`src/rtl/blob_pkg.sv`:
```
// Shared types and defaults for the blob frame tracker.
//   state_t : tracker FSM states
//   bbox_t  : bounding-box accumulator; fields are COORD_W wide so one type
//             serves any X_W/Y_W up to COORD_W. Users zero-extend into it
//             and truncate out of it.
package blob_pkg;

  typedef enum logic [1:0] {
    S_IDLE,
    S_WAIT_FRAME,
    S_ACCUM,
    S_DONE
  } state_t;

  localparam int         H_ACTIVE_DEF = 640;
  localparam int         V_ACTIVE_DEF = 480;
  localparam logic [7:0] THRESH_DEF   = 8'd200;
  localparam int         COORD_W      = 16;

  typedef struct packed {
    logic [COORD_W-1:0] min_x;
    logic [COORD_W-1:0] max_x;
    logic [COORD_W-1:0] min_y;
    logic [COORD_W-1:0] max_y;
  } bbox_t;

endpackage

```
`src/rtl/blob_coord_counter.sv`:
```
// Raster coordinate counter.
//   i_clk, i_rst_n : clock, asynchronous active-low reset
//   i_clear        : restart at (0,0); takes priority over i_adv
//   i_adv          : step to the next pixel (x wraps at H_ACTIVE-1, then y steps)
//   o_x, o_y       : coordinate of the pixel currently presented
//   o_last         : current coordinate is the final pixel of the frame
module blob_coord_counter
  import blob_pkg::*;
#(
  parameter int H_ACTIVE = H_ACTIVE_DEF,
  parameter int V_ACTIVE = V_ACTIVE_DEF,
  parameter int X_W      = 10,
  parameter int Y_W      = 10
) (
  input  logic           i_clk,
  input  logic           i_rst_n,
  input  logic           i_clear,
  input  logic           i_adv,
  output logic [X_W-1:0] o_x,
  output logic [Y_W-1:0] o_y,
  output logic           o_last
);

  logic x_end;
  logic y_end;

  assign x_end  = (o_x == X_W'(H_ACTIVE - 1));
  assign y_end  = (o_y == Y_W'(V_ACTIVE - 1));
  assign o_last = x_end && y_end;

  always_ff @(posedge i_clk or negedge i_rst_n) begin
    if (!i_rst_n) begin
      o_x <= '0;
      o_y <= '0;
    end else if (i_clear) begin
      o_x <= '0;
      o_y <= '0;
    end else if (i_adv) begin
      if (x_end) begin
        o_x <= '0;
        o_y <= y_end ? '0 : o_y + 1'b1;
      end else begin
        o_x <= o_x + 1'b1;
      end
    end
  end

endmodule

```
`src/rtl/blob_frame_tracker.sv`:
```
// Frame-level blob detector: scans one grayscale frame after VSYNC while
// i_grayscale_start is high, accumulates a thresholded bounding box and a
// pixel count, and holds the results with o_blob_end high until
// i_grayscale_start drops.
//   i_clk, i_rst_n       : clock, asynchronous active-low reset
//   i_grayscale_start    : level, high = process frames
//   i_vga_vsync          : frame-boundary strobe
//   i_pix_valid/gray     : pixel stream, meaningful only while scanning
//   o_blob_end           : level, results valid
//   o_blob_found         : count >= MIN_PIXELS
//   o_min/max_x/y, o_cx/cy : bounding box and its centre (zero on empty frame)
//   o_count              : saturating blob pixel count
//   o_trunc              : one-cycle pulse, frame discarded by early VSYNC
module blob_frame_tracker
  import blob_pkg::*;
#(
  parameter int         H_ACTIVE   = H_ACTIVE_DEF,
  parameter int         V_ACTIVE   = V_ACTIVE_DEF,
  parameter int         X_W        = 10,
  parameter int         Y_W        = 10,
  parameter int         CNT_W      = 19,
  parameter logic [7:0] THRESH     = THRESH_DEF,
  parameter int         MIN_PIXELS = 16
) (
  input  logic             i_clk,
  input  logic             i_rst_n,
  input  logic             i_grayscale_start,
  input  logic             i_vga_vsync,
  input  logic             i_pix_valid,
  input  logic [7:0]       i_pix_gray,
  output logic             o_blob_end,
  output logic             o_blob_found,
  output logic [X_W-1:0]   o_min_x,
  output logic [X_W-1:0]   o_max_x,
  output logic [Y_W-1:0]   o_min_y,
  output logic [Y_W-1:0]   o_max_y,
  output logic [X_W-1:0]   o_cx,
  output logic [Y_W-1:0]   o_cy,
  output logic [CNT_W-1:0] o_count,
  output logic             o_trunc
);

  localparam bbox_t BBOX_INIT = '{
    min_x: COORD_W'({X_W{1'b1}}),
    max_x: '0,
    min_y: COORD_W'({Y_W{1'b1}}),
    max_y: '0
  };

  state_t state_reg, state_next;

  logic [X_W-1:0]   x;
  logic [Y_W-1:0]   y;
  logic             last;
  logic             clear_acc, accum_en, load_out, trunc_next;
  bbox_t            bbox_reg, bbox_upd;
  logic [CNT_W-1:0] count_reg, count_upd;
  logic             hit;
  logic [X_W:0]     sum_x;
  logic [Y_W:0]     sum_y;

  blob_coord_counter #(
    .H_ACTIVE(H_ACTIVE),
    .V_ACTIVE(V_ACTIVE),
    .X_W     (X_W),
    .Y_W     (Y_W)
  ) u_coord (
    .i_clk  (i_clk),
    .i_rst_n(i_rst_n),
    .i_clear(clear_acc),
    .i_adv  (accum_en),
    .o_x    (x),
    .o_y    (y),
    .o_last (last)
  );

  // Accumulator state including the pixel presented this cycle, so the
  // final pixel is folded into the result on the same edge that loads it.
  always_comb begin
    hit      = i_pix_valid && (i_pix_gray >= THRESH);
    bbox_upd = bbox_reg;
    if (hit) begin
      if (COORD_W'(x) < bbox_reg.min_x) bbox_upd.min_x = COORD_W'(x);
      if (COORD_W'(x) > bbox_reg.max_x) bbox_upd.max_x = COORD_W'(x);
      if (COORD_W'(y) < bbox_reg.min_y) bbox_upd.min_y = COORD_W'(y);
      if (COORD_W'(y) > bbox_reg.max_y) bbox_upd.max_y = COORD_W'(y);
    end
    count_upd = (hit && (count_reg != '1)) ? count_reg + 1'b1 : count_reg;
    sum_x = {1'b0, bbox_upd.min_x[X_W-1:0]} + {1'b0, bbox_upd.max_x[X_W-1:0]};
    sum_y = {1'b0, bbox_upd.min_y[Y_W-1:0]} + {1'b0, bbox_upd.max_y[Y_W-1:0]};
  end

  // Next state and control. In S_ACCUM: abort beats everything, then the
  // final pixel beats a coincident VSYNC, then an early VSYNC restarts.
  always_comb begin
    state_next = state_reg;
    clear_acc  = 1'b0;
    accum_en   = 1'b0;
    load_out   = 1'b0;
    trunc_next = 1'b0;
    case (state_reg)
      S_IDLE: begin
        if (i_grayscale_start) state_next = S_WAIT_FRAME;
      end
      S_WAIT_FRAME: begin
        if (!i_grayscale_start) begin
          state_next = S_IDLE;
        end else if (i_vga_vsync) begin
          state_next = S_ACCUM;
          clear_acc  = 1'b1;
        end
      end
      S_ACCUM: begin
        if (!i_grayscale_start) begin
          state_next = S_IDLE;
        end else if (i_pix_valid && last) begin
          state_next = S_DONE;
          load_out   = 1'b1;
          accum_en   = 1'b1;
        end else if (i_vga_vsync) begin
          clear_acc  = 1'b1;
          trunc_next = 1'b1;
        end else if (i_pix_valid) begin
          accum_en   = 1'b1;
        end
      end
      S_DONE: begin
        if (!i_grayscale_start) state_next = S_IDLE;
      end
      default: state_next = S_IDLE;
    endcase
  end

  always_ff @(posedge i_clk or negedge i_rst_n) begin
    if (!i_rst_n) begin
      state_reg <= S_IDLE;
      bbox_reg  <= '0;
      count_reg <= '0;
    end else begin
      state_reg <= state_next;
      if (clear_acc) begin
        bbox_reg  <= BBOX_INIT;
        count_reg <= '0;
      end else if (accum_en) begin
        bbox_reg  <= bbox_upd;
        count_reg <= count_upd;
      end
    end
  end

  always_ff @(posedge i_clk or negedge i_rst_n) begin
    if (!i_rst_n) begin
      o_blob_end   <= 1'b0;
      o_trunc      <= 1'b0;
      o_blob_found <= 1'b0;
      o_min_x      <= '0;
      o_max_x      <= '0;
      o_min_y      <= '0;
      o_max_y      <= '0;
      o_cx         <= '0;
      o_cy         <= '0;
      o_count      <= '0;
    end else begin
      o_blob_end <= (state_next == S_DONE);
      o_trunc    <= trunc_next;
      if (load_out) begin
        o_count <= count_upd;
        if (count_upd == '0) begin
          // Empty frame: the sentinel min/max values are meaningless.
          o_blob_found <= 1'b0;
          o_min_x      <= '0;
          o_max_x      <= '0;
          o_min_y      <= '0;
          o_max_y      <= '0;
          o_cx         <= '0;
          o_cy         <= '0;
        end else begin
          o_blob_found <= (count_upd >= CNT_W'(MIN_PIXELS));
          o_min_x      <= bbox_upd.min_x[X_W-1:0];
          o_max_x      <= bbox_upd.max_x[X_W-1:0];
          o_min_y      <= bbox_upd.min_y[Y_W-1:0];
          o_max_y      <= bbox_upd.max_y[Y_W-1:0];
          o_cx         <= sum_x[X_W:1];
          o_cy         <= sum_y[Y_W:1];
        end
      end
    end
  end

endmodule
```
`config.mk`:
```
export PLATFORM = sky130hd
export DESIGN_NAME = blob_frame_tracker
export DESIGN_NICKNAME = d
export VERILOG_FILES = /design/src/rtl/blob_pkg.sv /design/src/rtl/blob_coord_counter.sv /design/src/rtl/blob_frame_tracker.sv
export SDC_FILE = /design/constraint.sdc
export NUM_CORES = 1
export LEC_CHECK = 0
export ABC_AREA = 1
export CORE_MARGIN = 2
export CORE_UTILIZATION = 46
export CTS_CLUSTER_DIAMETER = 100
export DETAILED_ROUTE_END_ITERATION = 6
export PLACE_DENSITY = 0.66
export REMOVE_ABC_BUFFERS = 1
export SYNTH_ARGS = -nofsm -noshare
export SYNTH_HDL_FRONTEND = slang
export SYNTH_HIERARCHICAL = 1
export SYNTH_SLANG_ARGS = --single-unit
```
`constraint.sdc`:
```
create_clock -name i_clk -period 4.56 [get_ports i_clk]
set_clock_uncertainty 0.1 [all_clocks]
set_input_delay 0.684 -clock i_clk [delete_from_list [all_inputs] [get_ports i_clk]]
set_output_delay 0.684 -clock i_clk [all_outputs]
set_load 0.01 [all_outputs]
```
==> out/results.tsv, run 1 <==
stage	metric	value	unit
yosys	top cells by area, synth	dfrtp_1, nand2_1, ha_1	
yosys	top-area cell type share of the netlist area	41.5	%
clock_network	clock slew at reported path FFs	0.06	ns
clock_network	Resized cells post-CTS	0	
final_layout	utilization after layout	56.1	%
floorplan	row count	53	
yosys	mapped cell area	9820	um2
setup_path	CP endpoint kind	flop	
floorplan	core area	21000	um2
setup_path	Startpoint Class	input port	
pwr	Pint	0.00376	W
place	Port-buffer cells	91	
run	Max Cap Viol	0	
floorplan	Die ar.	22500	um2
yosys	post-synth top area cell	dfrtp_1	
final_layout	Register Area	4080	um2
yosys	Gate Count Post-Synth	1276	
clock_network	Sink Count	163	
clock_network	later-pin clock latency in the skew report	0.43	ns
final_layout	n_diodes	0	
setup_path	Top cell by count, worst path	nand2_1	
pwr	Combinational Power Share	49.3	%
floorplan	width of the die	150	um
final_layout	Fill cells	1987	
yosys	number of synthesis warnings	6	
drt	Pre-Repair DR Iteration Count	5	
timing	highest clock rate	0.254	GHz
timing	Max Slew Vio Count	0	
global_route	first-pass GRT wire length	39500	um
final_layout	Layout Cells excl Fill	1676	
yosys	Yosys cell types	40	
timing	Slew HR	31.7	%
yosys	most instantiated cells after synthesis	nand2_1, inv_1, dfrtp_1	
yosys	register bit total from synthesis	163	
setup_path	CP cell instances	clkdlybuf4s50_1, nand3_1, a31oi_4, inv_1, nor3_1, nand2_1, o21ai_0, inv_1, ha_1, nand2_1, o21ai_0, nand4_1, o211ai_1, nand2_1, nand2_1, a21oi_1, o21ai_0	
drt	Total Wirelength	23400	um
drt	Antenna Violating Nets Remaining	0	
drt	residual DRC count	0	
yosys	ys flop type	dfrtp_1	
final_layout	area of the multi-input gates	4700	um2
pwr	static leakage	6.00	nW
clock_network	Clock Tree Root	clkbuf_16	
floorplan	initial core utilization	46.8	%
setup_path	Req. time, crit path	4.81	ns
run_status	status	completed	
floorplan	# IOs	95	
final_layout	max reg flops	40	
place	DP HPWL	16800	um
pwr	Switching Share	42.9	%
pwr	PD cells	561	nW/um2
setup_path	Crit-path slowest cell	clkdlybuf4s50_1	
global_route	initial antenna violation count	0	
timing	setup TNS	0	ns
clock_network	CTS HTree Levels	4	
global_route	vias in the first global route	8008	
clock_network	hold buffer count at cts	0	
final_layout	share of cells above drive strength 1	8.99	%
floorplan	die height	150	um
timing	Fin. Hold Viols	0	
pwr	Psw	0.00282	W
drt	Avg WL per Cell	14.0	um
yosys	Post-synth EDFFs	0	
timing	crit share post-route	86.4	%
clock_network	CTS tree	done	
timing	unrepaired setup endpoints after global routing	no	
global_route	largest net degree at the start of global routing	107	
clock_network	CTS Buf Count	17	
pwr	Sequential Power Share	28.7	%
drt	vias per cell	5.04	
pwr	VDD IR max	0.308	mV
drt	via count	8450	
drt	Starting DRT DRC Count	484	
yosys	Synth Area per Inst	7.69	um2
timing	Slew @ Worst Pin	1.02	ns
final_layout	fin nets	1466	
timing	final number of setup-violating endpoints	0	
yosys	register area share after synthesis	41.5	%
global_route	GRT Total Usage	21.9	%
yosys	most numerous cell in the Yosys netlist	nand2_1	
yosys	Post-synth ARST share	100	%
final_layout	Area Overhead vs Synth	19.7	%
global_route	GRT Residual Overflow	0	
timing	Period minus WS final	3.94	ns
setup_path	CP Class	input port to flop	
pwr	Clock Power Share	21.9	%
place	Post-Place Cells	1644	
setup_path	CP arrival	4.19	ns
min_path	Hold Crit Class	input port to asynchronous set/reset pin	
clock_network	clk buf depth	2	
clock_network	Post CTS Setup Buffer Count	0	
place	Final GP Congestion	0.902	
setup_path	max incr delay on CP	0.51	ns
setup_path	Crit Path Max Fanout	14	
==> kinds of logic after synthesis <==
group	share of synthesized area [%]
AND/OR/NAND/NOR	21.8
AO/OA/AOI/OAI	15.1
adder cells (fa/ha/maj)	8.44
flip-flops	41.5
buffers and inverters	10.6
XOR/XNOR	2.59
==> stage by stage <==
stage | total power [W] | hold WS [ns] | worst slack, ns | cell area, um2
after floorplan | 0.00419 | 0.288 | 1.09 | 9590
after global placement | 0.00503 | 0.363 | 0.293 | 11200
after detailed placement | 0.00511 | 0.365 | 0.245 | 11200
after CTS | 0.00660 | 0.335 | 0.642 | 11800
after global routing | 0.00717 | 0.365 | 0.220 | 11800
final | 0.00659 | 0.265 | 0.618 | 11800
==> per-layer routing <==
layer	vias up	wire, um	track usage [%]
met5	-	0	0
met4	0	343	5.94
met3	27	816	3.66
met2	139	10600	34.9
met1	3980	11600	31.0
li1	4304	-	-
==> worst paths after layout <==
path | depth (start not counted) | endpoint | slack, ns | from
worst max-delay path | 17 | o_cy[9] | 0.62 | i_pix_valid
worst min-delay path | 1 | o_count[13] | 0.27 | i_rst_n
worst max register to register | 18 | o_cy[9] | 0.68 | u_coord/o_y[5]
worst min register to register | 2 | o_cy[8] | 0.38 | o_cy[8]
max in group asynchronous | 2 | bbox_reg[49] | 3.19 | i_rst_n
min in group i_clk | 2 | o_cy[8] | 0.38 | o_cy[8]
==> power groups by stage <==
stage / Clock (W) / Combinational, W / Sequential, W
2_1_floorplan: 0 / 0.00233 / 0.00186
3_3_place_gp: 0 / 0.00312 / 0.00191
3_5_place_dp: 0 / 0.00319 / 0.00192
6_report: 0.00145 / 0.00325 / 0.00189
5_1_grt: 0.00154 / 0.00370 / 0.00193
4_1_cts: 0.00148 / 0.00323 / 0.00189
==> cell type report <==
type / count / share of cell area, %
sequential: 163 / 34.7
tap: 275 / 2.93
inverter: 217 / 6.93
timing repair buffer: 129 / 10.4
multi-input combinational: 860 / 40.0
clock inverter: 11 / 1.09
clock buffer: 21 / 3.92
==> critical path: cells and delay by family <==
| kind | cells | cell delay (ns) |
|---|---|---|
| AND/OR/NAND/NOR | 7 | 1.06 |
| buffers and inverters | 3 | 0.76 |
| adder cells (fa/ha/maj) | 1 | 0.37 |
| AO/OA/AOI/OAI | 6 | 1.33 |
==> cells in the final DEF (no fill, tap or decap), types with 3 or more instances in the layout <==
cell type        synthesis  final
nand2_1                358    357
inv_1                  209    209
dfrtp_1                163    163
o21ai_0                100    100
clkdlybuf4s50_1          0     90
nor2_1                  74     74
ha_1                    63     63
o22ai_1                 52     52
a21oi_1                 37     37
nand3_1                 37     37
buf_4                    1     36
o21ai_2                 31     31
xor2_1                  21     21
clkbuf_16                0     17
nor3_1                  15     15
nand4_1                 14     14
o21ai_1                 10     10
xnor2_1                  8      8
inv_2                    7      7
o21a_1                   6      6
nand2_2                  4      5
o211ai_1                 4      4
nor2_2                   4      4
nor2_4                   3      3
clkinvlp_4               0      3
(Power assumes the default switching activity.)
==> run 2: changes to the inputs <==
- SYNTH_HIERARCHICAL: 1 -> default
==> run 2 against run 1 <==
  * Via count fell by 1.0%
  * Synthesized cell count is 2.9% lower
  * Flip-flop and latch count did not move
  * Highest routed layer unchanged
  * Area after synthesis up 0.51%
  * Global-route usage increased by 0.15 points
  * Sequential power hardly changed
  * Critical path type unchanged
  * First-iteration DRC count increased by 2.1%
  * Worst setup slack better by 0.12 ns
  * Die area increased by 0.49%
  * Clock power is 12% higher
==> out/results.tsv, run 2 <==
stage	metric	value	unit	change
setup_path	start point of the critical path	i_pix_gray[3]		was i_pix_valid
global_route	vias in the first global route	7973		was 8008
setup_path	CP arrival	4.09	ns	was 4.19 ns
floorplan	Die ar.	22600	um2	was 22500 um2
yosys	post-synth top area cell	dfrtp_1		unchanged
clock_network	clk buf depth	2		unchanged
global_route	GRT Residual Overflow	0		unchanged
floorplan	initial core utilization	46.9	%	was 46.8%
final_layout	Fill cells	1937		was 1987
yosys	most numerous cell in the Yosys netlist	nand2_1		unchanged
timing	highest clock rate	0.262	GHz	was 0.254 GHz
yosys	number of synthesis warnings	0		was 6
drt	Antenna Violating Nets Remaining	0		unchanged
clock_network	Resized cells post-CTS	0		unchanged
setup_path	R2R setup slack	1.00	ns	was 0.68 ns
yosys	ys flop type	dfrtp_1		unchanged
setup_path	Top cell by count, worst path	nand2_1		unchanged
pwr	Psw	0.00263	W	was 0.00282 W
pwr	Clock Power Share	25.6	%	was 21.9%
setup_path	cells on worst reg2reg path	23		was 18
timing	crit share post-route	83.7	%	was 86.4%
drt	Starting DRT DRC Count	494		was 484
timing	unrepaired setup endpoints after global routing	no		unchanged
yosys	most instantiated cells after synthesis	nand2_1, inv_1, dfrtp_1		unchanged
clock_network	Sink Count	163		unchanged
final_layout	most frequent cells in the layout	nand2_1, inv_1, dfrtp_1		unchanged
setup_path	Req. time, crit path	4.83	ns	was 4.81 ns
setup_path	origin of the critical flop-to-flop path	u_coord.o_x[7]		was u_coord/o_y[5]
run	Max Cap Viol	0		unchanged
setup_path	max incr delay on CP	0.45	ns	was 0.51 ns
timing	Max Slew Vio Count	0		unchanged
yosys	mapped cell area	9870	um2	was 9820 um2
clock_network	CTS tree	done		unchanged
global_route	largest net degree at the start of global routing	102		was 107
place	Post-Place Cells	1602		was 1644
place	Port-buffer cells	91		unchanged
yosys	Synth Area per Inst	7.96	um2	was 7.69 um2
pwr	Combinational Power Share	45.2	%	was 49.3%
pwr	Switching Share	41.5	%	was 42.9%
final_layout	n_diodes	0		unchanged
timing	Slew @ Worst Pin	1.02	ns	about the same
min_path	Hold Crit Class	input port to asynchronous set/reset pin		unchanged
global_route	first-pass GRT wire length	39600	um	was 39500 um
setup_path	Startpoint Class	input port		unchanged
clock_network	hold buffer count at cts	0		unchanged
final_layout	Layout Cells excl Fill	1633		was 1676
run_status	status	completed		unchanged
timing	Fin. Hold Viols	0		unchanged
clock_network	Post CTS Setup Buffer Count	0		unchanged
floorplan	# IOs	95		unchanged
setup_path	CP cell instances	clkdlybuf4s50_1, inv_1, a21oi_1, nand2_1, a211oi_1, nand2_1, buf_4, o21ai_0, inv_1, ha_1, inv_1, o21bai_1, a21oi_1, o21ai_0, a21oi_1, nand2_1, nor2_1, nor2_1, nand2_1, nand2_1		was clkdlybuf4s50_1, nand3_1, a31oi_4, inv_1, nor3_1, nand2_1, o21ai_0, inv_1, ha_1, nand2_1, o21ai_0, nand4_1, o211ai_1, nand2_1, nand2_1, a21oi_1, o21ai_0
timing	worst setup margin	0.742	ns	was 0.618 ns
floorplan	width of the die	150	um	about the same
yosys	Gate Count Post-Synth	1239		was 1276
yosys	top cells by area, synth	dfrtp_1, nand2_1, ha_1		unchanged
pwr	VDD IR max	0.266	mV	was 0.308 mV
drt	residual DRC count	0		unchanged
final_layout	share of cells above drive strength 1	11.0	%	was 8.99%
drt	Total Wirelength	23900	um	was 23400 um
setup_path	worst reg2reg path endpoint	o_cx[8]		was o_cy[9]
yosys	Post-synth EDFFs	0		unchanged
final_layout	max reg flops	40		unchanged
setup_path	Crit-path slowest cell	clkdlybuf4s50_1		unchanged
clock_network	Clock Tree Root	clkbuf_16		unchanged
place	DP HPWL	16900	um	was 16800 um
setup_path	Crit Path Max Fanout	12		was 14
timing	Slew HR	32.1	%	was 31.7%
floorplan	core area	21000	um2	about the same
pwr	Pint	0.00371	W	was 0.00376 W
final_layout	commonest non-fill, non-tap cell in the layout	nand2_1		unchanged
setup_path	CP endpoint kind	flop		unchanged
final_layout	Register Area	4080	um2	unchanged
yosys	Yosys cell types	44		was 40
floorplan	die height	150	um	about the same
clock_network	CTS Buf Count	17		unchanged
pwr	PD cells	536	nW/um2	was 561 nW/um2
timing	Period minus WS final	3.82	ns	was 3.94 ns
place	Final GP Congestion	0.912		was 0.902
yosys	register bit total from synthesis	163		unchanged
clock_network	clock slew at reported path FFs	0.07	ns	was 0.06 ns
final_layout	Area Overhead vs Synth	19.8	%	was 19.7%
clock_network	CTS HTree Levels	4		unchanged
clock_network	later-pin clock latency in the skew report	0.43	ns	about the same
global_route	GRT Total Usage	22.1	%	was 21.9%
floorplan	row count	53		unchanged
drt	Pre-Repair DR Iteration Count	6		was 5
yosys	register area share after synthesis	41.3	%	was 41.5%
pwr	static leakage	5.78	nW	was 6.00 nW
global_route	initial antenna violation count	0		unchanged
final_layout	fin nets	1424		was 1466
setup_path	CP Class	input port to flop		unchanged
final_layout	area of the multi-input gates	4860	um2	was 4700 um2
drt	vias per cell	5.12		was 5.04
yosys	top-area cell type share of the netlist area	41.3	%	was 41.5%
place	pre-CTS setup slack	0.323	ns	was 0.245 ns
drt	Avg WL per Cell	14.6	um	was 14.0 um
drt	via count	8362		was 8450
timing	setup TNS	0	ns	unchanged
pwr	Sequential Power Share	29.3	%	was 28.7%
yosys	Post-synth ARST share	100	%	unchanged
timing	final number of setup-violating endpoints	0		unchanged
[run 2: cell count changes after synthesis, sizes merged, moves of 9 or more]
cell   before  now
a21oi      37   46
a22oi       0   19
inv       216  188
nand2     364  348
nor3       15   24
o21a        6   17
o22ai      52   27
[run 2: layer usage]
metal	wire length [um]	track usage [%]	vias up
li1	-	-	4234
met4	480	7.59	0
met3	838	3.00	35
met2	10700	34.5	164
met5	0	0	-
met1	11800	31.5	3929
[run 2: worst max path at each step]
stage | endpoint | slack [ns] | cells past startpoint
4_1_cts | o_cx[8] | 0.76 | 20
3_5_place_dp | o_cx[8] | 0.32 | 20
3_3_place_gp | o_cx[8] | 0.35 | 20
5_1_grt | o_cx[8] | 0.34 | 20
2_1_floorplan | u_coord.o_x[2] | 0.47 | 14
6_report | o_cx[8] | 0.74 | 20
[run 2: power groups by stage]
| stage | Combinational (W) | Clock (W) | Sequential (W) |
|---|---|---|---|
| after global routing | 0.00325 | 0.00170 | 0.00189 |
| after detailed placement | 0.00283 | 0 | 0.00188 |
| after CTS | 0.00285 | 0.00164 | 0.00185 |
| final | 0.00286 | 0.00162 | 0.00186 |
| after floorplan | 0.00211 | 0 | 0.00182 |
| after global placement | 0.00277 | 0 | 0.00187 |
[run 2: stage by stage]
stage	util [%]	hold slack, ns	cell area [um2]	total power (W)
after detailed placement	53.1	0.367	11200	0.00470
after floorplan	-	0.288	9640	0.00393
after global routing	56.2	0.240	11800	0.00685
after global placement	53.1	0.364	11200	0.00464
after CTS	56.2	0.196	11800	0.00635
final	56.2	0.172	11800	0.00634
[run 2: worst max-delay path, delay by kind of cell]
family / cells / cell delay (ns)
compound gates: 7 / 1.32
fa+ha+maj: 1 / 0.33
buf+inv: 5 / 0.87
simple gates: 7 / 0.86
[run 2: cells by family (layout without fill, tap and decap cells)]
| family | count (synthesis) | after routing | share of synthesized area, % |
|---|---|---|---|
| adders and majority gates | 65 | 65 | 8.39 |
| buffers and inverters | 225 | 344 | 9.50 |
| DFF | 163 | 163 | 41.3 |
| xor gates and xnor gates | 27 | 27 | 2.40 |
| and+or+nand+nor | 502 | 502 | 21.6 |
| AOI/OAI and AO/OA | 257 | 257 | 16.8 |
[run 2: layout make-up]
class,instances,share of cell area (%)
inverters,188,5.97
well taps,275,2.91
clock inverters,11,1.69
multi-input cells,851,41.1
flip-flops and latches,163,34.5
repair buffers,125,9.98
clock buffers,20,3.86
==> run 3: changes to the inputs <==
- clock period: 4.56 -> 3.8 ns (I/O delays scaled with it)
==> run 3 against run 2 <==
  * First-iteration DRC count grew 8.7%
  * Sequential share of layout area shrank 1.3 points
  * Flip-flop and latch count did not move
  * Largest cell class unchanged
  * Cell count grew 4.2%
  * Critical path depth up 1
  * Worst hold slack worse by 0.096 ns
  * Design area up 3.8%
  * Highest routed layer unchanged
  * Largest power group unchanged
  * Combinational power grew 38%
  * Via count up 3.0%
==> out/results.tsv, run 3 (same netlist as run 2, synthesis figures left out) <==
stage	metric	value	unit	change
run_status	status	completed		unchanged
pwr	static leakage	6.07	nW	was 5.78 nW
drt	Total Wirelength	24500	um	was 23900 um
floorplan	width of the die	150	um	unchanged
pwr	Psw	0.00325	W	was 0.00263 W
setup_path	CP arrival	3.71	ns	was 4.09 ns
clock_network	CTS Buf Count	17		unchanged
clock_network	CTS HTree Levels	4		unchanged
floorplan	initial core utilization	46.9	%	unchanged
final_layout	fin nets	1492		was 1424
pwr	overall power	0.00790	W	was 0.00634 W
drt	met3 wire length	845	um	was 838 um
drt	metal2 WL	11400	um	was 10700 um
global_route	initial antenna violation count	0		unchanged
pwr	Pint	0.00465	W	was 0.00371 W
setup_path	CP endpoint kind	flop		unchanged
clock_network	Clock Tree Root	clkbuf_16		unchanged
floorplan	core area	21000	um2	unchanged
setup_path	Crit path buffers/inverters	6		was 5
global_route	vias in the first global route	8255		was 7973
global_route	GRT Total Usage	22.5	%	was 22.1%
drt	Pre-Repair DR Iteration Count	5		was 6
timing	Slew HR	33.7	%	was 32.1%
timing	crit share post-route	90.7	%	
floorplan	row count	53		unchanged
setup_path	Crit-path slowest cell	clkdlybuf4s50_1		unchanged
clock_network	hold buffer count at cts	0		unchanged
clock_network	Sink Count	163		unchanged
final_layout	share of cells above drive strength 1	15.4	%	was 11.0%
drt	via count	8613		was 8362
floorplan	Die ar.	22600	um2	unchanged
timing	Slew @ Worst Pin	0.995	ns	was 1.02 ns
timing	unrepaired setup endpoints after global routing	no		unchanged
setup_path	Req. time, crit path	4.06	ns	was 4.83 ns
timing	final number of setup-violating endpoints	0		unchanged
setup_path	CP cell instances	clkdlybuf4s50_1, inv_1, a21oi_1, nand2_2, a211oi_1, buf_4, nand2_1, buf_4, o21ai_0, inv_1, ha_1, inv_1, o21bai_1, a21oi_1, o21ai_0, a21oi_1, nand2_1, nor2_1, nor2_1, nand2_1, nand2_1		was clkdlybuf4s50_1, inv_1, a21oi_1, nand2_1, a211oi_1, nand2_1, buf_4, o21ai_0, inv_1, ha_1, inv_1, o21bai_1, a21oi_1, o21ai_0, a21oi_1, nand2_1, nor2_1, nor2_1, nand2_1, nand2_1
clock_network	CTS tree	done		unchanged
floorplan	die height	150	um	unchanged
final_layout	most frequent cells in the layout	nand2_1, inv_1, dfrtp_1		unchanged
global_route	first-pass GRT wire length	40500	um	was 39600 um
setup_path	max incr delay on CP	0.46	ns	was 0.45 ns
min_path	Hold Crit Class	input port to asynchronous set/reset pin		unchanged
global_route	largest net degree at the start of global routing	102		unchanged
final_layout	area of the multi-input gates	4870	um2	was 4860 um2
final_layout	max reg flops	40		unchanged
timing	Fin. Hold Viols	0		unchanged
drt	wl on met1	11900	um	was 11800 um
setup_path	Startpoint Class	input port		unchanged
final_layout	n_diodes	0		unchanged
drt	vias per cell	5.06		was 5.12
final_layout	Area Overhead vs Synth	24.4	%	was 19.8%
clock_network	Post CTS Setup Buffer Count	0		unchanged
drt	Max Used Layer	met4		unchanged
timing	Period minus WS final	3.45	ns	
drt	Starting DRT DRC Count	537		was 494
place	Port-buffer cells	91		unchanged
pwr	Sequential Power Share	28.1	%	was 29.3%
clock_network	Resized cells post-CTS	0		unchanged
pwr	Combinational Power Share	50.0	%	was 45.2%
timing	Max Slew Vio Count	0		unchanged
final_layout	Register Area	4080	um2	unchanged
drt	Antenna Violating Nets Remaining	0		unchanged
final_layout	Fill cells	1910		was 1937
final_layout	utilization after layout	58.4	%	was 56.2%
clock_network	clk buf depth	2		unchanged
pwr	Switching Share	41.1	%	was 41.5%
pwr	VDD IR max	0.303	mV	was 0.266 mV
place	DP HPWL	18000	um	was 16900 um
setup_path	Top cell by count, worst path	nand2_1		unchanged
floorplan	# IOs	95		unchanged
place	Final GP Congestion	0.895		was 0.912
global_route	GRT Residual Overflow	0		unchanged
timing	highest clock rate	0.290	GHz	
final_layout	commonest non-fill, non-tap cell in the layout	nand2_1		unchanged
run	Max Cap Viol	0		unchanged
pwr	Clock Power Share	21.9	%	was 25.6%
timing	Fin Hold WS	0.0762	ns	was 0.172 ns
pwr	PD cells	643	nW/um2	was 536 nW/um2
clock_network	later-pin clock latency in the skew report	0.43	ns	about the same
setup_path	critical path's top delay family	compound AO/OA/AOI/OAI gates		unchanged
timing	setup TNS	0	ns	unchanged
drt	residual DRC count	0		unchanged
setup_path	Crit Path Max Fanout	13		was 12
setup_path	CP Class	input port to flop		unchanged
drt	Avg WL per Cell	14.4	um	was 14.6 um
clock_network	clock slew at reported path FFs	0.07	ns	about the same
-- run 3: cell types whose count changed in the layout (fill, tap and decap cells not counted) --
| cell | previous run | this run |
|---|---|---|
| buf_4 | 33 | 101 |
| inv_6 | 2 | 0 |
| clkinv_2 | 0 | 3 |
| bufinv_16 | 5 | 2 |
| nand2_2 | 7 | 8 |
| clkinvlp_4 | 2 | 3 |
| a211oi_2 | 0 | 1 |
| a211oi_1 | 4 | 3 |
| nand2_1 | 337 | 336 |
| clkinv_4 | 2 | 4 |
-- run 3: per-layer routing --
layer  vias to the layer above  track usage [%]
met5                         -                0
met4                         0             6.04
met3                        24             3.73
met2                       152             35.7
met1                      4074             31.9
li1                       4363                -
-- run 3: power by group through the flow --
stage,sequential [W],clock (W),combinational (W)
2_1_floorplan,0.00218,0,0.00253
3_3_place_gp,0.00224,0,0.00382
3_5_place_dp,0.00224,0,0.00391
4_1_cts,0.00222,0.00176,0.00394
5_1_grt,0.00226,0.00184,0.00448
6_report,0.00222,0.00173,0.00395
-- run 3: stage by stage --
step                setup slack, ns  cells  cell area [um2]
global route                0.00549   1702            12300
floorplan                    -0.292   1202             9640
detailed placement           -0.156   1670            11700
CTS                           0.273   1702            12300
global placement            -0.0487   1670            11700
finish                        0.352   1702            12300
-- run 3: path summary, 6_finish.rpt --
path | start | to | slack [ns] | cells past startpoint
worst max-delay path | i_pix_gray[3] | o_cy[8] | 0.35 | 21
worst min-delay path | i_rst_n | o_max_x[2] | 0.08 | 1
worst max register to register | u_coord.o_y[5] | o_cy[8] | 0.38 | 21
worst min register to register | o_cy[6] | o_cy[6] | 0.38 | 2
max in group asynchronous | i_rst_n | o_cy[0] | 2.59 | 2
min in group i_clk | o_cy[6] | o_cy[6] | 0.38 | 2
-- run 3: final cells by class --
type                       instances  area share, %
tap                              275           2.80
multi-input combinational        851           39.6
sequential                       163           33.2
clock inverter                    12           1.08
timing repair buffer             193           13.8
inverter                         188           5.75
clock buffer                      20           3.72
